[src/rtl/sim_halt_monitor.sv]
// End-of-test controller: all-channel halt, error with drain delay, global timeout and
// optional per-channel no-commit watchdog (enabled by defining SIM_HALT_MONITOR_STALL_EN).
module sim_halt_monitor #(
  parameter int unsigned NUM_CH         = 1,
  parameter int unsigned ERR_W          = 16,
  parameter int unsigned CYC_W          = 32,
  parameter int unsigned TIMEOUT_CYCLES = 100000000,
  parameter int unsigned DRAIN_CYCLES   = 5,
  parameter int unsigned STALL_CYCLES   = 10000
) (
  input  logic                    clk,
  input  logic                    rst,
  input  logic [NUM_CH-1:0]       ch_en,
  input  logic [NUM_CH-1:0]       commit,
  input  logic [NUM_CH-1:0]       halt,
  input  logic [NUM_CH*ERR_W-1:0] errcode,
  output logic                    done,
  output logic [2:0]              cause,
  output logic [$clog2(NUM_CH):0] cause_ch,
  output logic [ERR_W-1:0]        err_q,
  output logic [CYC_W-1:0]        cycles
);

  localparam int unsigned CH_W  = $clog2(NUM_CH) + 1;
  localparam int unsigned DRN_W = (DRAIN_CYCLES > 0) ? $clog2(DRAIN_CYCLES + 1) : 1;

  localparam logic [2:0] CAUSE_HALT    = 3'd1;
  localparam logic [2:0] CAUSE_ERROR   = 3'd2;
  localparam logic [2:0] CAUSE_TIMEOUT = 3'd3;
  localparam logic [2:0] CAUSE_STALL   = 3'd4;

  typedef enum logic [1:0] {
    S_RUN   = 2'd0,
    S_DRAIN = 2'd1,
    S_DONE  = 2'd2
  } state_t;

  state_t state, state_nxt;

  logic [NUM_CH-1:0] halted_q, halted_q_d, halted;
  logic              all_halted;
  logic [CH_W-1:0]   halt_ch;
  logic              err_hit;
  logic [CH_W-1:0]   err_ch;
  logic [ERR_W-1:0]  err_code;
  logic              stall_hit;
  logic [CH_W-1:0]   stall_ch;
  logic              timeout_hit;
  logic [DRN_W-1:0]  drain_cnt, drain_cnt_d;

  logic              done_d;
  logic [2:0]        cause_d;
  logic [CH_W-1:0]   cause_ch_d;
  logic [ERR_W-1:0]  err_q_d;
  logic [CYC_W-1:0]  cycles_d;

  // A channel is "halted" once latched, on its strobe this edge, or when disabled
  assign halted      = halted_q | halt | ~ch_en;
  assign all_halted  = &halted;
  assign timeout_hit = (cycles == CYC_W'(TIMEOUT_CYCLES - 1));

  always_comb begin : event_detect
    err_hit  = 1'b0;
    err_ch   = '0;
    err_code = '0;
    halt_ch  = '0;
    for (int i = 0; i < NUM_CH; i++) begin
      if (!err_hit && ch_en[i] && (errcode[i*ERR_W +: ERR_W] != '0)) begin
        err_hit  = 1'b1;
        err_ch   = CH_W'(i);
        err_code = errcode[i*ERR_W +: ERR_W];
      end
      if (halt[i]) begin
        halt_ch = CH_W'(i);
      end
    end
  end

`ifdef SIM_HALT_MONITOR_STALL_EN
  localparam int unsigned STL_W = $clog2(STALL_CYCLES);

  logic [STL_W-1:0] stall_cnt [NUM_CH];

  always_comb begin : stall_detect
    stall_hit = 1'b0;
    stall_ch  = '0;
    for (int i = 0; i < NUM_CH; i++) begin
      if (!stall_hit && !halted[i] && !commit[i] &&
          (stall_cnt[i] == STL_W'(STALL_CYCLES - 1))) begin
        stall_hit = 1'b1;
        stall_ch  = CH_W'(i);
      end
    end
  end

  // Counts consecutive RUN edges without a commit on an active channel
  always_ff @(posedge clk) begin : stall_count
    for (int i = 0; i < NUM_CH; i++) begin
      if (!rst) begin
        stall_cnt[i] <= '0;
      end else if (state == S_RUN) begin
        if (commit[i] || halted[i]) begin
          stall_cnt[i] <= '0;
        end else if (stall_cnt[i] != '1) begin
          stall_cnt[i] <= stall_cnt[i] + 1'b1;
        end
      end
    end
  end
`else
  logic [NUM_CH-1:0] unused_commit;
  logic [31:0]       unused_stall_cycles;

  assign unused_commit       = commit;
  assign unused_stall_cycles = STALL_CYCLES;
  assign stall_hit           = 1'b0;
  assign stall_ch            = '0;
`endif

  always_ff @(posedge clk) begin : state_reg
    if (!rst) begin
      state <= S_RUN;
    end else begin
      state <= state_nxt;
    end
  end

  always_comb begin : next_state
    state_nxt = state;
    unique case (state)
      S_RUN: begin
        if (err_hit) begin
          state_nxt = (DRAIN_CYCLES == 0) ? S_DONE : S_DRAIN;
        end else if (all_halted || stall_hit || timeout_hit) begin
          state_nxt = S_DONE;
        end
      end
      S_DRAIN: begin
        if (drain_cnt == DRN_W'(1)) begin
          state_nxt = S_DONE;
        end
      end
      default: state_nxt = S_DONE;
    endcase
  end

  // Next values of the registered outputs; priority ERROR > HALT > STALL > TIMEOUT
  always_comb begin : output_next
    done_d      = done;
    cause_d     = cause;
    cause_ch_d  = cause_ch;
    err_q_d     = err_q;
    cycles_d    = cycles;
    drain_cnt_d = drain_cnt;
    halted_q_d  = halted_q;
    unique case (state)
      S_RUN: begin
        cycles_d   = cycles + 1'b1;
        halted_q_d = halted_q | (halt & ch_en);
        if (err_hit) begin
          cause_d     = CAUSE_ERROR;
          cause_ch_d  = err_ch;
          err_q_d     = err_code;
          drain_cnt_d = DRN_W'(DRAIN_CYCLES);
        end else if (all_halted) begin
          cause_d    = CAUSE_HALT;
          cause_ch_d = halt_ch;
        end else if (stall_hit) begin
          cause_d    = CAUSE_STALL;
          cause_ch_d = stall_ch;
        end else if (timeout_hit) begin
          cause_d    = CAUSE_TIMEOUT;
          cause_ch_d = '0;
        end
      end
      S_DRAIN: begin
        cycles_d    = cycles + 1'b1;
        drain_cnt_d = drain_cnt - 1'b1;
      end
      default: ;
    endcase
    done_d = (state_nxt == S_DONE);
  end

  always_ff @(posedge clk) begin : out_regs
    if (!rst) begin
      done      <= 1'b0;
      cause     <= '0;
      cause_ch  <= '0;
      err_q     <= '0;
      cycles    <= '0;
      drain_cnt <= '0;
      halted_q  <= '0;
    end else begin
      done      <= done_d;
      cause     <= cause_d;
      cause_ch  <= cause_ch_d;
      err_q     <= err_q_d;
      cycles    <= cycles_d;
      drain_cnt <= drain_cnt_d;
      halted_q  <= halted_q_d;
    end
  end

endmodule

[config.mk]
export PLATFORM = sky130hd
export DESIGN_NAME = sim_halt_monitor
export DESIGN_NICKNAME = d
export VERILOG_FILES = /design/src/rtl/sim_halt_monitor.sv
export SDC_FILE = /design/constraint.sdc
export NUM_CORES = 1
export LEC_CHECK = 0
export ABC_AREA = 0
export CAP_MARGIN = 20
export CORE_MARGIN = 10
export CORE_UTILIZATION = 35
export CTS_BUF_LIST = sky130_fd_sc_hd__clkbuf_8
export CTS_CLUSTER_DIAMETER = 80
export DETAILED_ROUTE_END_ITERATION = 8
export PLACE_DENSITY = 0.6
export SLEW_MARGIN = 10
export SYNTH_ARGS = -nofsm -noshare
export SYNTH_HDL_FRONTEND = slang
export SYNTH_SLANG_ARGS = --single-unit
[constraint.sdc]
create_clock -name clk -period 2.3 [get_ports clk]
set_input_delay 0.345 -clock clk [delete_from_list [all_inputs] [get_ports clk]]
set_output_delay 0.345 -clock clk [all_outputs]
set_load 0.03 [all_outputs]
# Yosys cells after proc, flatten, opt, wreduce, memory -nomap -nowiden
# Cells that the tools add are included.
# totals
reg_bits	59
elab_cells	44
# classes
addsub	2
n_eq_ne	5
n_mux	14
bitwise_logic	5
n_reduce_logical	10
# op_table
op	n
adder 32 x 1 -> 32 bit, second input constant	1
equality test 32 x 27 -> 1 bit, second input constant	1
2-to-1 mux 16 bit	1
nonzero test 16 bit	1
2-to-1 mux 3 bit	4
2-to-1 mux 2 bit	3
case mux 3 bit (2 select lines)	1
AND reduction 2 bit	3
2-to-1 mux 1 bit	4
case mux 2 bit (2 select lines)	1
equality test 3 x 1 -> 1 bit, second input constant	1
bitwise OR 1 bit	3
nonzero test 3 bit	1
subtractor 3 x 1 -> 3 bit, second input constant	1
equality test 2 x 1 -> 1 bit, second input constant	1
equality test 2 bit, second input constant	1
logical NOT 2 bit	1
inequality test 2 bit, second input constant	1
nonzero test 2 bit	1
OR reduction 2 bit	1
AND 1 bit	1
logical AND 1 bit	1
logical OR 1 bit	1
inverter 1 bit	1

# Longest topological paths before layout
# logic_depth
ltp_word	7
depth_mapped	7
ltp_nobuf	6

# Least setup slack after synthesis
# OpenSTA, ideal clock, no wires.
# synth_path
kind	flip-flop to flip-flop
from	register cycles[0]
to	register cycles[24]
setup_time_ns	0.115
t_arrival_ns	1.804
path_slack_ns	0.381
path_stages_with_launch	8
path_buffers	1
path_cell_list	dfxtp_1 > ha_1 > nand4b_1 > nor3_1 > buf_4 > nand3_1 > xnor2_1 > and2_1
# synth_via
elab_chain_len	1
# synth_rtl
item	line	source
start, declared	21	output logic [CYC_W-1:0] cycles
start signal, assigned	199	cycles <= cycles_d;
adder 32 x 1 -> 32 bit	158, 177	
# No other way between the ends.
# A chain may end at the register's enable or synchronous reset.

# Final worst setup path
# layout_path
from	register cycles[23]
to	output port cycles[23]
# No word-level cell between the ends.

==> flow_summary.json <==
{
  "largest_register_ffs": 32,
  "cp-start-kind": "register",
  "diodes": 0,
  "yosysWarningCount": 0,
  "synth-main-ff-cell": "dfxtp_1",
  "nets": 387,
  "reg2reg_depth": 7,
  "p_leak_nw": 1.34,
  "fin_crit_sh_pct": 80.4,
  "dr.first_iter.drc_count": 56,
  "cp_max_fo": 7,
  "cts.sinks": 57,
  "clk_path_buf_depth": 2,
  "netlist_area_um2": 2570,
  "synth.largest_area_cell": "dfxtp_1",
  "htree_levels": 3,
  "yosysTopAreaCellShare_pct": 44.4,
  "cp.arrival_ns": 1.50,
  "power_density_nw_per_um2": 667,
  "critPathMaxStageDelay_ns": 0.73,
  "routedWlPerCell_um": 13.8,
  "totalWireLength_um": 6440,
  "final_cell_mix": "clkdlybuf4s50_1, dfxtp_1, nand2_1",
  "finalSetupViolCount": 0,
  "slew_viol_final": 0,
  "power_mw": 2.40,
  "final_common_cell": "clkdlybuf4s50_1",
  "cp.required_ns": 1.96,
  "top_regs": "cycles x32, err_q x16, drain_cnt x3",
  "synthArstFlopShare_pct": 0,
  "tns_ns": 0,
  "rsz0062_at_grt": "no",
  "numCtsBuffers": 9,
  "fin_hold_ws_ns": 0.452,
  "ir_worst_vdd_mv": 0.280,
  "gr-usage-met2_pct": 19.3,
  "cts_resized": 0,
  "drv_cap": 0,
  "run_status": "complete, no violations",
  "cp_cell_sequence": "clkdlybuf4s50_1",
  "synth_area_leaders": "dfxtp_1, xnor2_1, nand2_1",
  "die_area_um2": 11200,
  "end_kind": "output port",
  "holdPathStages": 2,
  "largest-register": "cycles",
  "syn_inst": 288,
  "fillCellCount": 727,
  "register_area_um2": 1140,
  "grt.overflow.total": 0,
  "fmax_mhz": 541,
  "synth.distinct_cells": 37,
  "gp_congestion": 0.789,
  "synth_seq_cells": 57,
  "ctsHoldBuffers": 0,
  "use_met3_pct": 3.23,
  "hold_class": "register to register",
  "yosysSeqAreaShare_pct": 44.4,
  "grt_use_total_pct": 11.9,
  "grt_pass1_wl_um": 10900,
  "ant_nets": 0,
  "first_global_vias": 2166,
  "antenna_found_initial": 0,
  "multiInputGateArea_um2": 1350,
  "via_count": 2217,
  "post_cts_buffers": 0,
  "top_usage_layer": "met2",
  "port_buffers": 70,
  "crit_buf_inv": 1,
  "synth_edf_count": 0,
  "gr-usage-met1_pct": 14.1,
  "cp.depth": 1,
  "dp_hpwl_um": 4690,
  "fin_skew_ns": 0.0102,
  "hold_viol_final": 0,
  "crit_path_top_delay_cell": "clkdlybuf4s50_1",
  "start_util_pct": 35.6,
  "cts.reportedPaths.clkPinSlew_ns": 0.06,
  "path_class": "register to output port",
  "grt_max_degree": 60,
  "rows": 31,
  "core_um2": 7210,
  "area_growth_syn_to_layout_pct": 39.8,
  "remaining_drc_errors": 0,
  "clockRootBuffer": "clkbuf_8",
  "die_h_um": 106,
  "syn_area_per_cell_um2": 8.93,
  "via_per_inst": 4.75,
  "cp_top_family": "buffers and inverters",
  "min_period_ns": 1.85,
  "clk-insertion-delay-late_ns": 0.33,
  "top_level_ports": 74,
  "drtPass1Iterations": 4,
  "die_w_um": 106,
  "drive_gt1_share_pct": 6.79,
  "cts_tree": "built"
}
==> routing by layer <==
metal | vias to the layer above | wire length, µm
met4 | 0 | 122
li1 | 1123 | -
met2 | 30 | 3130
met3 | 11 | 252
met1 | 1053 | 2940
met5 | - | 0
==> kinds of logic (layout without fill, tap and decap cells) <==
group	after synthesis	in the layout	share of synthesized area, %
simple gates	150	150	32.6
buf+inv	18	97	3.31
fa+ha+maj	3	3	1.46
other cells	1	2	0.146
flops	57	57	44.4
mux	3	3	1.17
xor+xnor	28	28	9.54
compound gates	28	28	7.44
==> cell type report <==
class                   instances  area share (%)
clock inverters                 4            1.18
clock buffers                  12            4.60
flip-flops and latches         57            31.8
repair buffers                 78            21.2
multi-input cells             214            37.5
well taps                      99            3.45
inverters                       3           0.313
==> power by group <==
group          total [mW]  internal [mW]  leakage, nW  switching (mW)
sequential           1.07           1.04        0.464          0.0338
combinational       0.364          0.164        0.763           0.200
clock               0.959          0.580        0.115           0.379
==> per-stage QoR <==
stage	instances	cell area (µm²)	setup slack [ns]	utilization, %
5_1_grt	467	3590	0.246	49.8
6_report	467	3590	0.450	49.8
3_5_place_dp	451	3390	0.187	46.9
2_1_floorplan	289	2570	0.381	-
3_3_place_gp	451	3390	0.212	46.9
4_1_cts	467	3590	0.432	49.8
==> cell usage after synthesis, types with 4 or more instances <==
master / count
xnor2_1: 24
and2_1: 26
a21boi_0: 10
dfxtp_1: 57
nand2b_1: 5
nor4_1: 7
nor3_1: 5
nand4_1: 9
nand2_1: 48
buf_2: 5
nand3_1: 14
a21boi_1: 9
nor2b_1: 8
o21ai_0: 5
and3_1: 10
clkbuf_1: 6
xor2_1: 4
==> final timing paths <==
path	slack, ns	to	startpoint
max reg2reg	0.46	cycles[28]$_SDFFE_PN0P_	cycles[0]$_SDFFE_PN0P_
max	0.45	cycles[23]	cycles[23]$_SDFFE_PN0P_
min reg2reg	0.45	err_q[11]$_SDFFE_PN0P_	err_q[11]$_SDFFE_PN0P_
min	0.45	err_q[11]$_SDFFE_PN0P_	err_q[11]$_SDFFE_PN0P_
Note: power is estimated with default switching activity, not from simulation.
